**config.mk**
```make
export PLATFORM = sky130hd
export DESIGN_NAME = multi_channel_collector
export DESIGN_NICKNAME = d
export VERILOG_FILES = /design/src/rtl/mcc_pkg.sv /design/src/rtl/mcc_sample_buffer.sv /design/src/rtl/multi_channel_collector.sv
export SDC_FILE = /design/constraint.sdc
export NUM_CORES = 1
export LEC_CHECK = 0
export CAP_MARGIN = 20
export CORE_ASPECT_RATIO = 1.1
export CORE_MARGIN = 1
export CORE_UTILIZATION = 40
export DETAILED_ROUTE_END_ITERATION = 6
export GPL_ROUTABILITY_DRIVEN = 0
export PLACE_DENSITY = 0.52
export SYNTH_ARGS = -nofsm -noshare
export SYNTH_HDL_FRONTEND = slang
export SYNTH_SLANG_ARGS = --single-unit
```
**constraint.sdc**
```tcl
create_clock -name clk -period 7.31 [get_ports clk]
set_input_delay 1.462 -clock clk [delete_from_list [all_inputs] [get_ports clk]]
set_output_delay 1.462 -clock clk [all_outputs]
set_load 0.005 [all_outputs]
```
**src/rtl/mcc_pkg.sv**
```systemverilog
`default_nettype none
// ============================================================================
// Module   : mcc_pkg
// Brief    : Shared defaults, state encoding and helpers for the collector.
// Revision : 1.0 - initial release
// ============================================================================
package mcc_pkg;

    localparam int c_sample_w_def = 12;
    localparam int c_depth_def    = 64;
    localparam int c_num_ch_def   = 2;

    localparam logic [2:0] c_st_idle       = 3'd0;
    localparam logic [2:0] c_st_cap_req    = 3'd1;
    localparam logic [2:0] c_st_cap_next   = 3'd2;
    localparam logic [2:0] c_st_send_fetch = 3'd3;
    localparam logic [2:0] c_st_send_req   = 3'd4;
    localparam logic [2:0] c_st_send_next  = 3'd5;
    localparam logic [2:0] c_st_done       = 3'd6;

    typedef enum logic [2:0] {
        ST_IDLE       = c_st_idle,
        ST_CAP_REQ    = c_st_cap_req,
        ST_CAP_NEXT   = c_st_cap_next,
        ST_SEND_FETCH = c_st_send_fetch,
        ST_SEND_REQ   = c_st_send_req,
        ST_SEND_NEXT  = c_st_send_next,
        ST_DONE       = c_st_done
    } state_e;

    // A single channel still needs a one-bit tag.
    function automatic int ch_width(input int num_ch);
        return (num_ch > 1) ? $clog2(num_ch) : 1;
    endfunction

endpackage : mcc_pkg
`default_nettype wire

```
**src/rtl/mcc_sample_buffer.sv**
```systemverilog
`default_nettype none
// ============================================================================
// Module   : mcc_sample_buffer
// Brief    : DEPTH x SAMPLE_W simple dual-port RAM, synchronous write,
//            registered one-cycle read, no reset (block RAM friendly).
// Revision : 1.0 - initial release
// ============================================================================
module mcc_sample_buffer #(
    parameter int SAMPLE_W = 12,
    parameter int DEPTH    = 64,
    parameter int ADDR_W   = $clog2(DEPTH)
) (
    input  logic                clk,
    input  logic                wr_en,
    input  logic [ADDR_W-1:0]   wr_addr,
    input  logic [SAMPLE_W-1:0] wr_data,
    input  logic                rd_en,
    input  logic [ADDR_W-1:0]   rd_addr,
    output logic [SAMPLE_W-1:0] rd_data
);

    logic [SAMPLE_W-1:0] ram [DEPTH];
    logic [SAMPLE_W-1:0] rd_data_q;

    always_ff @(posedge clk) begin
        if (wr_en) begin
            ram[wr_addr] <= wr_data;
        end
        if (rd_en) begin
            rd_data_q <= ram[rd_addr];
        end
    end

    assign rd_data = rd_data_q;

endmodule : mcc_sample_buffer
`default_nettype wire

```
**src/rtl/multi_channel_collector.sv**
```systemverilog
`default_nettype none
// ============================================================================
// Module   : multi_channel_collector
// Brief    : Captures N round-robin ADC samples into a buffer, then sends them
//            to the Arduino link in order. MCC_CONTINUOUS_EN repeats runs.
// Revision : 1.0 - initial release
// ============================================================================
module multi_channel_collector
    import mcc_pkg::*;
#(
    parameter int  SAMPLE_W = c_sample_w_def,
    parameter int  DEPTH    = c_depth_def,
    parameter int  NUM_CH   = c_num_ch_def,
    localparam int ADDR_W   = $clog2(DEPTH),
    localparam int CH_W     = ch_width(NUM_CH)
) (
    input  logic                clk,
    input  logic                rst,
    input  logic                start,
    input  logic                abort,
    input  logic [ADDR_W:0]     sample_count,
    output logic                busy,
    output logic                done,
    output logic                phase,
    output logic                adc_req,
    output logic [CH_W-1:0]     adc_ch,
    input  logic                adc_ack,
    input  logic [SAMPLE_W-1:0] adc_data,
    output logic                tx_req,
    output logic [CH_W-1:0]     tx_ch,
    output logic [SAMPLE_W-1:0] tx_data,
    input  logic                tx_ack
);

    localparam logic [ADDR_W:0] c_depth_n   = (ADDR_W+1)'(DEPTH);
    localparam logic [CH_W-1:0] c_last_ch   = CH_W'(NUM_CH - 1);

    state_e              state_q, state_d;
    logic [ADDR_W:0]     n_q, n_d;
    logic [ADDR_W:0]     cnt_q, cnt_d;
    logic [CH_W-1:0]     ch_q, ch_d;

    logic                w_wr_en;
    logic                w_rd_en;
    logic [SAMPLE_W-1:0] w_rd_data;
    logic [ADDR_W:0]     w_cnt_inc;
    logic [CH_W-1:0]     w_ch_inc;
    logic                w_last;
    logic [ADDR_W:0]     w_n_start;

    assign w_cnt_inc = cnt_q + (ADDR_W+1)'(1);
    assign w_ch_inc  = (ch_q == c_last_ch) ? '0 : ch_q + CH_W'(1);
    assign w_last    = (w_cnt_inc == n_q);
    assign w_n_start = (sample_count > c_depth_n) ? c_depth_n : sample_count;

    always_ff @(posedge clk or negedge rst) begin
        if (!rst) begin
            state_q <= ST_IDLE;
            n_q     <= '0;
            cnt_q   <= '0;
            ch_q    <= '0;
        end else begin
            state_q <= state_d;
            n_q     <= n_d;
            cnt_q   <= cnt_d;
            ch_q    <= ch_d;
        end
    end

    always_comb begin
        state_d = state_q;
        n_d     = n_q;
        cnt_d   = cnt_q;
        ch_d    = ch_q;
        w_wr_en = 1'b0;
        w_rd_en = 1'b0;

        // Abort outranks every ack and every start.
        if (abort && (state_q != ST_IDLE)) begin
            state_d = ST_IDLE;
        end else begin
            case (state_q)
                ST_IDLE: begin
                    if (start && !abort) begin
                        n_d     = w_n_start;
                        cnt_d   = '0;
                        ch_d    = '0;
                        state_d = (w_n_start == '0) ? ST_DONE : ST_CAP_REQ;
                    end
                end
                ST_CAP_REQ: begin
                    if (adc_ack) begin
                        w_wr_en = 1'b1;
                        state_d = ST_CAP_NEXT;
                    end
                end
                ST_CAP_NEXT: begin
                    if (w_last) begin
                        cnt_d   = '0;
                        ch_d    = '0;
                        state_d = ST_SEND_FETCH;
                    end else begin
                        cnt_d   = w_cnt_inc;
                        ch_d    = w_ch_inc;
                        state_d = ST_CAP_REQ;
                    end
                end
                ST_SEND_FETCH: begin
                    w_rd_en = 1'b1;
                    state_d = ST_SEND_REQ;
                end
                ST_SEND_REQ: begin
                    if (tx_ack) begin
                        state_d = ST_SEND_NEXT;
                    end
                end
                ST_SEND_NEXT: begin
                    if (w_last) begin
                        state_d = ST_DONE;
                    end else begin
                        cnt_d   = w_cnt_inc;
                        ch_d    = w_ch_inc;
                        state_d = ST_SEND_FETCH;
                    end
                end
                ST_DONE: begin
`ifdef MCC_CONTINUOUS_EN
                    if (n_q != '0) begin
                        cnt_d   = '0;
                        ch_d    = '0;
                        state_d = ST_CAP_REQ;
                    end else begin
                        state_d = ST_IDLE;
                    end
`else
                    state_d = ST_IDLE;
`endif
                end
                default: begin
                    state_d = ST_IDLE;
                end
            endcase
        end
    end

    // Read data is held by the RAM output register for the whole send request.
    mcc_sample_buffer #(
        .SAMPLE_W (SAMPLE_W),
        .DEPTH    (DEPTH),
        .ADDR_W   (ADDR_W)
    ) u_buffer (
        .clk      (clk),
        .wr_en    (w_wr_en),
        .wr_addr  (cnt_q[ADDR_W-1:0]),
        .wr_data  (adc_data),
        .rd_en    (w_rd_en),
        .rd_addr  (cnt_q[ADDR_W-1:0]),
        .rd_data  (w_rd_data)
    );

`ifdef MCC_CONTINUOUS_EN
    assign busy  = (state_q != ST_IDLE) && !((state_q == ST_DONE) && (n_q == '0));
`else
    assign busy  = (state_q != ST_IDLE) && (state_q != ST_DONE);
`endif
    assign done    = (state_q == ST_DONE);
    assign phase   = (state_q == ST_SEND_FETCH) || (state_q == ST_SEND_REQ) ||
                     (state_q == ST_SEND_NEXT);
    assign adc_req = (state_q == ST_CAP_REQ);
    assign adc_ch  = adc_req ? ch_q : '0;
    assign tx_req  = (state_q == ST_SEND_REQ);
    assign tx_ch   = tx_req ? ch_q : '0;
    assign tx_data = tx_req ? w_rd_data : '0;

endmodule : multi_channel_collector
`default_nettype wire

```
==> flow_summary.ini <==
[run_status]
status = finished clean

[floorplanning]
io_pins = 44
core_area_sq_um = 77650
fp.dieW_um = 269.3
start_util = 0.4049
die_h_um = 296.0
rows = 107
die_area_sq_um = 79720

[clock_tree]
cts_resized = 0
tritoncts = done
cts.path.max_buffers = 3
cts_num_sinks = 798
cts_root_buf = clkbuf_16
clk_pin_slew_ps = 60
hold_buffers = 0
post-cts-setup-buffer-count = 0
htreeDepth = 3
cts_made_buffers = 79
clock_latency_ps = 640

[finish]
fin_area_sq_um = 35610
fillers = 6637
nNetsFinal = 1895
layout-drive-gt1-share = 0.1625
syn_to_final_growth_pct = 13.27

[timing]
fmax_mhz = 237.2
post-route-period-util = 0.5768
setup-violations-final = 0
layout_min_cycle_time_ps = 4217
final_max_slew_viol_count = 0
maxSlewHeadroom = 0.1842
hold_viol_final = 0
final.setup.tns_ps = 0
fin_skew_ps = 19.51
worstMarginPinSlew_ps = 1220
grt_setup_unrepaired = no

[detailed_routing]
vias_per_cell = 6.105
ant_nets = 0
wl_per_cell_um = 33.43
drt_iter0_drc = 2559
routed_wl_um = 99210
drc = 0
vias = 18120
firstDrtPassIters = 6

[synth]
synth-warning-count = 0
yosysUniqueCellTypes = 64
synthSimpleGateAreaFrac = 0.04274
synth_compound_area_frac = 0.08465
synth_top_family_by_area = multiplexers
syn-cell-area_sq_um = 31440
synth.avg_cell_area_sq_um = 17.42
synth_xor_xnor_area_share = 0.002786
synth_most_common_cell = edfxtp_1
synthMuxAreaShare = 0.08779
synth_top_area_cell = edfxtp_1
synth.net_count = 1831
yosysSeqAreaShare = 0.7593
ys.flop_type = edfxtp_1
synth_enable_flop_cells = 780
ys_ff_latch = 798
synth_area_leaders = edfxtp_1, mux2i_1, mux4_2
synthCells = 1805
synthArstFlopShare = 0.02256
synthTopCellsByCount = edfxtp_1, nor2_1, mux2i_1
synth_fa_ha_area_frac = 0.0003980
synth_top_area_frac = 0.7450

[hold_path]
hold_path_class = reg -> reg
whs_path_depth = 2

[setup_path]
worst_ep_arrival_time_ps = 4460
r2r_cells = 7
worstSetupPathType = in -> reg
end_kind = flip-flop
worstSetupStartpointType = input pin
required_ps = 7550
worstPathMaxFanout = 12

[global_route]
antenna_found_initial = 4
grt_usage = 0.2484
overflow = 0
grt_pass1_wl_um = 138600
grt_max_degree = 65
first_global_vias = 17550

[pwr]
max-vdd-ir-drop_v = 0.0001667
power_density_nw_per_um2 = 328.6
p_leak_nw = 11.09

[placed_design]
port_buffers = 43
dpl.hpwl_um = 59790
place_area_sq_um = 32860

[job]
cap_violations = 0
[state kept, by name, summed over array words and instances (netlist names)]
register and cells:
cnt_q 7, state_q 3, ch_q 1, u_buffer.ram 768
u_buffer.rd_data 12, n_q 7
[stage by stage]
stage / cells / hold slack [ps] / total power (W) / utilization / setup slack (ps)
after global routing: 2967 / 571.1 / 0.01200 / 0.4586 / 2981
after global placement: 2806 / 494.9 / 0.007605 / 0.4229 / 2599
after detailed placement: 2809 / 497.3 / 0.007611 / 0.4232 / 2500
after floorplan: 1805 / 456.8 / 0.006675 / - / 4229
after CTS: 2953 / 523.7 / 0.01172 / 0.4571 / 3090
final: 2968 / 515.5 / 0.01170 / 0.4586 / 3093
[power breakdown]
part / total (W) / internal [W] / switching [W]
Combinational: 0.00236 / 0.000843 / 0.00152
Clock: 0.00415 / 0.00242 / 0.00173
Sequential: 0.00519 / 0.00508 / 0.000108
Total: 0.0117 / 0.00834 / 0.00336
[final cells by class]
class                   instances  area, sq um  share of cell area
diodes                          1        2.502          0.00007027
clock buffers                  94         2150             0.06036
clock inverters                50        480.5             0.01349
inverters                      11        41.29            0.001159
multi-input cells             877         6909              0.1940
flip-flops and latches        798        23880              0.6707
well taps                    1035         1295             0.03637
repair buffers                102        848.3             0.02382
[cell families (layout without fill, tap and decap cells)]
group,after synthesis,after routing
mux,217,217
simple gates,291,291
other cells,0,1
buf+inv,130,257
fa+ha+maj,1,1
compound gates,358,358
flops,798,798
xor+xnor,10,10
[layout by cell type, fill, tap and decap left out, types with 31 or more instances in the layout]
cell,n
edfxtp_1,780
mux4_2,40
nand2_1,69
a221oi_1,89
mux2_2,56
a21oi_1,45
nor2_1,116
buf_4,63
clkdlybuf4s50_1,31
a22oi_1,69
o21ai_0,50
clkbuf_16,84
mux2i_1,116
[final timing paths]
kind | slack (ps) | startpoint | end
worst min-delay path | 520 | n_q[4]$_DFFE_PN0P_ | n_q[4]$_DFFE_PN0P_
max in group asynchronous | 5340 | rst | cnt_q[1]$_DFFE_PN0P_
worst max-delay path | 3090 | abort | u_buffer.ram[36][10]$_DFFE_PP_
worst min register to register | 520 | n_q[4]$_DFFE_PN0P_ | n_q[4]$_DFFE_PN0P_
min in group asynchronous | 1330 | rst | state_q[2]$_DFFE_PN0P_
worst max register to register | 3170 | cnt_q[2]$_DFFE_PN0P_ | u_buffer.rd_data[10]$_DFFE_PP_
[critical path: stages]
cell	delay, ps
clkdlybuf4s50_1	500
inv_1	140
and3_1	400
nand3_1	800
nor2_1	1140
[layer usage]
layer,part of all wire,vias up,global-route usage
met5,0.00032,-,0
met4,0.051,4,0.1232
met3,0.084,210,0.03838
met2,0.46,1066,0.3874
met1,0.41,9388,0.3410
li1,-,7453,-
(Power assumes the default switching activity.)
